[src/rtl/instr_fetch_unit.sv]
// Fetch stage: holds the PC, requests instruction words, latches them for the decoder and
// computes the next PC from decoder controls. Optional retired counter: FETCH_INSTR_COUNT_EN.
module instr_fetch_unit #(
   parameter logic [31:0] RESET_PC   = 32'h0000_0000,
   parameter int          WAIT_LIMIT = 16
) (
   input  logic        clk,
   input  logic        rst_b,
   output logic [31:0] imem_addr,
   output logic        imem_req,
   input  logic        imem_ready,
   input  logic [31:0] imem_data,
   output logic [31:0] instr,
   output logic [5:0]  opcode,
   output logic [5:0]  func,
   output logic        instr_valid,
   input  logic        decode_ready,
   input  logic        Jump,
   input  logic        JumpReg,
   input  logic        Branch,
   input  logic        branch_taken,
   input  logic [31:0] imm_ext,
   input  logic [31:0] reg_target,
   input  logic        Halted,
   output logic [31:0] pc,
   output logic        halted,
   output logic        fetch_timeout,
`ifdef FETCH_INSTR_COUNT_EN
   output logic [31:0] retired_count,
`endif
   output logic [1:0]  o_dbg_state
);

   // Handshake: imem_data is taken only on a cycle with imem_req=1 and imem_ready=1;
   // the held instr is consumed only on a cycle with instr_valid=1 and decode_ready=1.

   localparam int CW = $clog2(WAIT_LIMIT + 1);
   localparam logic [CW-1:0] LIMIT = CW'(WAIT_LIMIT);

   typedef enum logic [1:0] {
      S_FETCH = 2'd0,
      S_ISSUE = 2'd1,
      S_HALT  = 2'd2
   } state_t;

   state_t        r_state;
   logic [31:0]   r_pc;
   logic [31:0]   r_instr;
   logic          r_imem_req;
   logic          r_instr_valid;
   logic          r_halted;
   logic          r_timeout;
   logic [CW-1:0] r_wait;
`ifdef FETCH_INSTR_COUNT_EN
   logic [31:0]   r_retired;
`endif

   logic [31:0]   w_pc4;
   logic [31:0]   w_next_pc;
   logic [CW-1:0] w_wait_inc;

   assign w_pc4      = r_pc + 32'd4;
   assign w_wait_inc = r_wait + CW'(1);

   always_comb begin
      w_next_pc = w_pc4;
      if (Jump && JumpReg)
         w_next_pc = reg_target;
      else if (Jump)
         w_next_pc = {w_pc4[31:28], r_instr[25:0], 2'b00};
      else if (Branch && branch_taken)
         w_next_pc = w_pc4 + (imm_ext << 2);
   end

   always_ff @(posedge clk or negedge rst_b) begin
      if (!rst_b) begin
         r_state       <= S_FETCH;
         r_pc          <= RESET_PC;
         r_instr       <= 32'd0;
         r_imem_req    <= 1'b1;
         r_instr_valid <= 1'b0;
         r_halted      <= 1'b0;
         r_timeout     <= 1'b0;
         r_wait        <= '0;
`ifdef FETCH_INSTR_COUNT_EN
         r_retired     <= 32'd0;
`endif
      end else begin
         case (r_state)
            S_FETCH: begin
               if (imem_ready) begin
                  r_instr       <= imem_data;
                  r_state       <= S_ISSUE;
                  r_imem_req    <= 1'b0;
                  r_instr_valid <= 1'b1;
               end else if (r_wait != LIMIT) begin
                  // Timeout flags the cycle the counter lands on the limit; the fetch keeps waiting.
                  r_wait <= w_wait_inc;
                  if (w_wait_inc == LIMIT)
                     r_timeout <= 1'b1;
               end
            end
            S_ISSUE: begin
               if (decode_ready) begin
`ifdef FETCH_INSTR_COUNT_EN
                  r_retired <= r_retired + 32'd1;
`endif
                  r_instr_valid <= 1'b0;
                  if (Halted) begin
                     r_state  <= S_HALT;
                     r_halted <= 1'b1;
                  end else begin
                     r_pc       <= w_next_pc;
                     r_wait     <= '0;
                     r_state    <= S_FETCH;
                     r_imem_req <= 1'b1;
                  end
               end
            end
            S_HALT: begin
               r_state <= S_HALT;
            end
            default: begin
               r_state       <= S_FETCH;
               r_imem_req    <= 1'b1;
               r_instr_valid <= 1'b0;
            end
         endcase
      end
   end

   assign imem_addr     = r_pc;
   assign pc            = r_pc;
   assign imem_req      = r_imem_req;
   assign instr         = r_instr;
   assign opcode        = r_instr[31:26];
   assign func          = r_instr[5:0];
   assign instr_valid   = r_instr_valid;
   assign halted        = r_halted;
   assign fetch_timeout = r_timeout;
   assign o_dbg_state   = r_state;
`ifdef FETCH_INSTR_COUNT_EN
   assign retired_count = r_retired;
`endif

endmodule

[config.mk]
export PLATFORM = sky130hd
export DESIGN_NAME = instr_fetch_unit
export DESIGN_NICKNAME = d
export VERILOG_FILES = /design/src/rtl/instr_fetch_unit.sv
export SDC_FILE = /design/constraint.sdc
export NUM_CORES = 1
export LEC_CHECK = 0
export BUFFER_PORTS_ARGS = -buffer_cell sky130_fd_sc_hd__buf_2
export CAP_MARGIN = 20
export CORE_MARGIN = 2
export CORE_UTILIZATION = 56
export DETAILED_ROUTE_END_ITERATION = 8
export GPL_TIMING_DRIVEN = 1
export MAX_ROUTING_LAYER = met4
export PLACE_DENSITY_LB_ADDON = 0.05
export RECOVER_POWER = 100
export SYNTH_ARGS = -nofsm -noshare
export SYNTH_HDL_FRONTEND = slang
export SYNTH_SLANG_ARGS = --single-unit
[constraint.sdc]
create_clock -name clk -period 6.8 [get_ports clk]
set_input_delay 0.34 -clock clk [delete_from_list [all_inputs] [get_ports clk]]
set_output_delay 0.34 -clock clk [all_outputs]
set_load 0.01 [all_outputs]
==> results.md, run 1 <==
- Outcome: finished with violations
- Failing checks: capacitance limit, slew limit
- WP data required: 7020 ps
- Pin count of the biggest net entering global routing: 76
- Vias in the first global route: 6011
- Unrepaired setup endpoints after global routing: no
- Maximum capacitance violations: 2
- Cell Area, Synth: 0.00652 mm2
- Placed insts: 1026
- Overall Power: 3.53 mW
- Pre-CTS setup slack: 2850 ps
- Total die area: 0.0125 mm2
- Peak supply drop: 0.258 mV
- Skew final: 6.98 ps
- Final setup vio count: 0
- Sw Pwr: 1.72 mW
- Routability cong.: 0.918
- Pwr per Cell Area: 474 mW/mm2
- Transition time of the tightest slew-check pin: 4080 ps
- DP Area: 0.00733 mm2
- Reg power frac: 0.276
- Clock group share of total power: 0.145
- Most area-hungry cell type in the Yosys netlist: dfrtp_1
- Slew margin rel.: -1.72
- WHS: 231 ps
- Setup bufs post-CTS: 0
- Synth-to-layout area growth: 14.2%
- Die height: 112 um
- Asr flop ratio synth: 1.00
- Combinational share of power: 0.579
- Top cells by area, synth: dfrtp_1 28%, ha_1 7.7%, mux2_2 6.7%, a21oi_1 5.4%, buf_4 5.2%
- Internal: 1.81 mW
- Initial antenna violation count: 0
- GR Util All Layers: 0.321
- Number of antenna diodes: 0
- Worst min path class: in2reg
- Seq/Total Area, Yosys: 0.288
- Crit Path Class: reg2reg
- Data arrival, critical path: 4500 ps
- Max stage delay on crit path: 690 ps
- Fin crit period: 4280 ps
- CTS root buffer: clkbuf_16
- Post-synth top area share: 0.284
- H-tree Lvls: 3
- Util after Layout: 0.655
- Routed Antenna Nets: 0
- Crit end category: flip-flop
- Register Area: 0.00188 mm2
- Global-route wire length before repair: 31000 um
- Worst R2R Setup Slack: 2520 ps
- Number of remaining DRC errors: 0
- Post-synth EDFFs: 0
- CTS sink cnt: 75
- LEAKAGE: 3.29 nW
- TritonRoute pass-1 iters: 6
- Final worst path period share: 0.629
- Worst-path cell with the longest stage delay: a2111oi_0
- Vias: 6331
- Worst reg2reg startpoint: imem_addr[5]$_DFFE_PN0P_
- Critical-path cell list: and4_1 -> and2_0 -> nand4_1 -> xnor2_1 -> ha_1 -> nand2_1 -> o21ai_0 -> nor3_1 -> a2111oi_0 -> a21boi_0 -> xor2_1 -> o21ai_1
- Layout Cells excl Fill: 1042
- Fillers: 1015
- Max Fclk: 0.234 GHz
- Finished Cell Area: 0.00745 mm2
- Slew Viols, Final: 109
- Clk Latency, worst-skew pair: 340 ps
- CP Max Fanout: 7
- Critical Path Source: imem_addr[5]$_DFFE_PN0P_
- Clk buf depth: 2
- Core Rows: 39
- Post-CTS resize count: 0
- Worst Hold Launch: imem_data[30]
- Top Ports: 219
- Post-Syn Area per Cell: 8.79 um2
- Multi-input gate area: 0.00410 mm2
- Ys Warns: 0
- Fin. Hold Viols: 0
- WL/cell: 19.2 um
- Library cells used by synthesis: 78
- CTS tree: yes
- Layout cells sized above 1: 0.192
- Core Area: 0.0114 mm2
- Starting DRC count in detailed routing: 696
- Synth Instances: 742
- Grt ovf: 0
- Type of origin of the critical path: flip-flop
- Switch share: 0.487
- Post-synthesis register bit count: 75
- Final nets: 1040
- Die Width: 112 um
- Post-CTS Hold Fix Bufs: 0
- WL final: 20000 um
- Detail Placement HPWL: 15500 um
- Total CTS buffers: 9
- PortBufs: 216
- TNS Setup: 0 ps
- Syn nets: 888
- Setup ws final: 2520 ps
- Via density: 6.08
- Initial Util: 0.574
- Top FF cell, synth: dfrtp_1
- CTS clk-pin slew, worst paths: 60 ps
[registers in the layout, indices dropped and copies added, names as in the netlist]
name,flops
fetch_timeout,1
halted,1
imem_addr,32
imem_req,1
instr,32
instr_valid,1
o_dbg_state,2
r_wait,5
[metal layers]
| layer | up-vias | GRT usage | part of all wire |
|---|---|---|---|
| met4 | 0 | 0.0821 | 0.018 |
| li1 | 2995 | - | - |
| met3 | 32 | 0.0501 | 0.093 |
| met1 | 2976 | 0.452 | 0.43 |
| met5 | - | - | 0 |
| met2 | 328 | 0.487 | 0.46 |
[Yosys cell counts, types with 7 or more instances]
master / n
nand2b_1: 8
inv_1: 8
nand4_1: 14
mux2_2: 39
a21o_1: 10
and2_1: 7
a211oi_1: 9
nor2_1: 44
o21ai_1: 10
dfrtp_1: 74
and3_1: 16
ha_1: 40
xor2_1: 16
xnor2_1: 36
clkbuf_1: 20
and4_1: 8
buf_4: 45
nand2_1: 74
nor3_1: 9
a21oi_1: 70
mux2i_1: 24
buf_2: 9
o22ai_1: 7
nand3_1: 15
o21ai_0: 34
[power by group through the flow]
| stage | clock [mW] | combinational, mW | sequential (mW) |
|---|---|---|---|
| after floorplan | 0 | 1.50 | 0.980 |
| after global placement | 0 | 2.08 | 0.945 |
| after detailed placement | 0 | 2.11 | 0.964 |
| after CTS | 0.516 | 2.13 | 0.960 |
| after global routing | 0.538 | 2.22 | 1.01 |
| final | 0.512 | 2.04 | 0.975 |
[final timing paths]
check,to,cells past startpoint
min reg2reg,halted$_DFFE_PN0P_,1
min,instr[30]$_DFFE_PN0P_,2
max in group asynchronous,imem_addr[18]$_DFFE_PN0P_,1
min in group asynchronous,instr[3]$_DFFE_PN0P_,1
max reg2reg,imem_addr[27]$_DFFE_PN0P_,12
max,imem_addr[27]$_DFFE_PN0P_,12
[cells in the final DEF (no fill, tap or decap), types with 3 or more instances in the layout]
cell type | netlist | layout
o22ai_1 | 7 | 7
o221ai_1 | 5 | 5
xnor2_1 | 36 | 36
nand4_1 | 14 | 14
a21o_1 | 10 | 10
a211oi_1 | 9 | 10
o21ai_0 | 34 | 41
o31ai_1 | 4 | 5
mux2i_1 | 24 | 24
nand2_1 | 74 | 74
nand2b_1 | 8 | 8
o211ai_1 | 3 | 3
mux2_2 | 39 | 39
and2_1 | 7 | 5
nor2_1 | 44 | 44
a21oi_1 | 70 | 70
o21a_1 | 6 | 6
nor3_1 | 9 | 9
o21bai_1 | 3 | 3
inv_1 | 8 | 8
clkbuf_16 | 0 | 9
a32oi_1 | 4 | 4
xor2_1 | 16 | 16
a31oi_1 | 3 | 4
buf_2 | 9 | 101
nor2b_1 | 4 | 4
nor4b_1 | 3 | 3
and4_1 | 8 | 9
ha_1 | 40 | 40
a22o_1 | 6 | 6
clkbuf_1 | 20 | 118
a22oi_1 | 4 | 4
o21ai_1 | 10 | 4
nand3_1 | 15 | 15
and3_1 | 16 | 16
dfrtp_1 | 74 | 74
o41ai_1 | 3 | 3
[cells by family after synthesis]
group | count (synthesis) | share of synthesized area
multiplexers | 64 | 0.106
XOR/XNOR | 52 | 0.0698
AND/OR/NAND/NOR | 216 | 0.166
buffers and inverters | 85 | 0.0777
adder cells (fa/ha/maj) | 41 | 0.0798
AO/OA/AOI/OAI | 209 | 0.212
flip-flops | 75 | 0.288
[worst max-delay path, delay by kind of cell (launching register included)]
family / cells / cell delay [ps]
adders and majority gates: 1 / 420
DFF: 1 / 470
xor gates and xnor gates: 2 / 540
and+or+nand+nor: 5 / 1270
AOI/OAI and AO/OA: 4 / 1450
[layout make-up]
cell class	count	area share
multi-input cells	582	0.550
clock buffers	10	0.0307
inverters	8	0.00403
flip-flops and latches	75	0.252
clock inverters	6	0.0121
well taps	143	0.0240
repair buffers	218	0.127
Note: power is estimated with default switching activity, not from simulation.
==> inputs of run 2 (changes only) <==
Settings changed: CORE_UTILIZATION 56 to 47.
Clock period 6.8 ns to 3.44 ns, I/O delays scaled along.
==> run 2 against run 1 <==
Effect of this change: the flow still finishes with violations (capacitance limit, slew limit); first-iteration DRC count down 12%; critical path depth increased by 2; clock power rose by 89%; cell count grew 11%; critical path type unchanged.
==> results.md, run 2 (synthesized netlist as in run 1, its figures left out) <==
- Starting DRC count in detailed routing: 610
- Detail Placement HPWL: 16200 um
- Final nets: 1119
- Commonest cells after routing, fill and taps aside: 122 x buf_2, 114 x clkbuf_1, 74 x nand2_1, 74 x dfrtp_1, 69 x a21oi_1
- Data arrival, critical path: 3590 ps
- Max stage delay on crit path: 440 ps
- Via density: 5.68
- Top Ports: 219
- Worst R2R Setup Slack: 120 ps
- Max Fclk: 0.301 GHz
- CTS tree: yes
- Fin crit period: 3320 ps
- Number of antenna diodes: 0
- Synth-to-layout area growth: 25.2%
- CTS root buffer: clkbuf_16
- Clk buf depth: 2
- Crit end category: flip-flop
- PortBufs: 216
- Max layer used: met4
- Outcome: finished with violations
- H-tree Lvls: 3
- WL met2: 9260 um
- Failing checks: capacitance limit, slew limit
- CTS clk-pin slew, worst paths: 60 ps
- WP depth: 14
- WL/cell: 18.0 um
- Met3 Wirelength: 1500 um
- Global-route wire length before repair: 32000 um
- CTS sink cnt: 75
- TritonRoute pass-1 iters: 5
- Layout Cells excl Fill: 1158
- LEAKAGE: 3.74 nW
- Met1 WL: 9600 um
- Slew Viols, Final: 109
- Vias in the first global route: 6207
- Total CTS buffers: 9
- WP buf/inv: 1
- WP data required: 3710 ps
- Worst-path cell with the longest stage delay: dfrtp_1
- Initial Util: 0.476
- Final setup vio count: 0
- Fin. Hold Viols: 0
- Peak supply drop: 0.490 mV
- Overall Power: 7.54 mW
- Grt ovf: 0
- Core Rows: 43
- GR Util All Layers: 0.284
- Vias: 6572
- Type of origin of the critical path: flip-flop
- Layout cells sized above 1: 0.281
- Crit Path Class: reg2reg
- Transition time of the tightest slew-check pin: 1900 ps
- Worst r2r dst: imem_addr[31]$_DFFE_PN0P_
- Worst reg2reg startpoint: imem_addr[3]$_DFFE_PN0P_
- Unrepaired setup endpoints after global routing: yes
- TNS Setup: 0 ps
- Core Area: 0.0137 mm2
- Critical Path Source: imem_addr[3]$_DFFE_PN0P_
- Slew margin rel.: -0.266
- Commonest non-fill, non-tap cell in the layout: buf_2
- Pwr per Cell Area: 923 mW/mm2
- Critical-path cell list: ha_1 -> nand2_1 -> nor2_1 -> nand4_1 -> xnor2_1 -> ha_1 -> a21oi_1 -> o21ai_1 -> nor3_1 -> buf_4 -> a2111oi_4 -> a21oi_1 -> mux2_2 -> a21oi_2
- Total die area: 0.0148 mm2
- WL final: 20800 um
- WHS: 67.1 ps
- Post-CTS Hold Fix Bufs: 0
- Routability cong.: 0.970
- Critical path's top delay family: compound AO/OA/AOI/OAI gates
- Maximum capacitance violations: 2
- Worst min path class: in2reg
- R2r worst-path depth: 14
- Placed insts: 1142
- Initial antenna violation count: 0
- Skew final: 6.15 ps
- Number of remaining DRC errors: 0
- Clk Latency, worst-skew pair: 330 ps
- Worst Setup EP: imem_addr[31]$_DFFE_PN0P_
- CP Max Fanout: 5
- Final worst path period share: 0.965
- Routed Antenna Nets: 0
- Die height: 122 um
- Die Width: 122 um
- Pin count of the biggest net entering global routing: 76
[run 2: cell types whose count changed in the layout (fill, tap and decap cells not counted), moves of 4 or more]
cell      previous run  this run
buf_4                0        61
buf_2              101       122
o21ai_0             41        34
xnor2_1             36        29
xnor2_2              0         7
o21ai_1              4        10
clkbuf_1           118       114
[run 2: worst min path at each step]
stage / startpoint / to / slack, ps / depth (start not counted)
final: imem_data[26] / instr[26]$_DFFE_PN0P_ / 70 / 2
after CTS: rst_b / imem_addr[31]$_DFFE_PN0P_ / 40 / 1
after detailed placement: rst_b / imem_addr[31]$_DFFE_PN0P_ / 400 / 1
after global placement: rst_b / imem_addr[30]$_DFFE_PN0P_ / 400 / 1
after global routing: imem_data[1] / instr[1]$_DFFE_PN0P_ / 70 / 2
after floorplan: rst_b / fetch_timeout$_DFFE_PN0P_ / -120 / 0
[run 2: what timing repair did]
item / CTS / global route
endpoints found under the setup margin: 0 / 7
hold endpoints to repair: 0 / 0
gates resized for setup: 0 / 15
buffers inserted: 0 / 0
[run 2: where the power goes]
part | switching [mW] | total [mW] | internal (mW) | leakage [nW]
Combinational | 2.76 | 4.83 | 2.06 | 2.69
Sequential | 0.438 | 1.75 | 1.31 | 0.898
Clock | 0.366 | 0.966 | 0.600 | 0.153
Total | 3.57 | 7.54 | 3.98 | 3.74
[run 2: metrics by stage]
stage | worst slack [ps] | util | area, um2
3_5_place_dp | 37.0 | 0.581 | 7970
5_1_grt | -50.4 | 0.595 | 8170
2_1_floorplan | 200 | - | 6520
4_1_cts | 26.9 | 0.603 | 8270
3_3_place_gp | 130 | 0.581 | 7970
6_report | 119 | 0.595 | 8170
[run 2: metal layers]
| layer | up-vias | global-route usage |
|---|---|---|
| met5 | - | - |
| met1 | 3109 | 0.403 |
| met4 | 0 | 0.0869 |
| met2 | 286 | 0.423 |
| li1 | 3145 | - |
| met3 | 32 | 0.0360 |
[run 2: area by class of cell]
type | instances | area, um2
sequential | 75 | 1880
tap | 180 | 225
fill | 1308 | 5550
timing repair buffer | 297 | 1500
clock inverter | 4 | 48.8
inverter | 8 | 30.0
clock buffer | 12 | 256
multi-input combinational | 582 | 4230
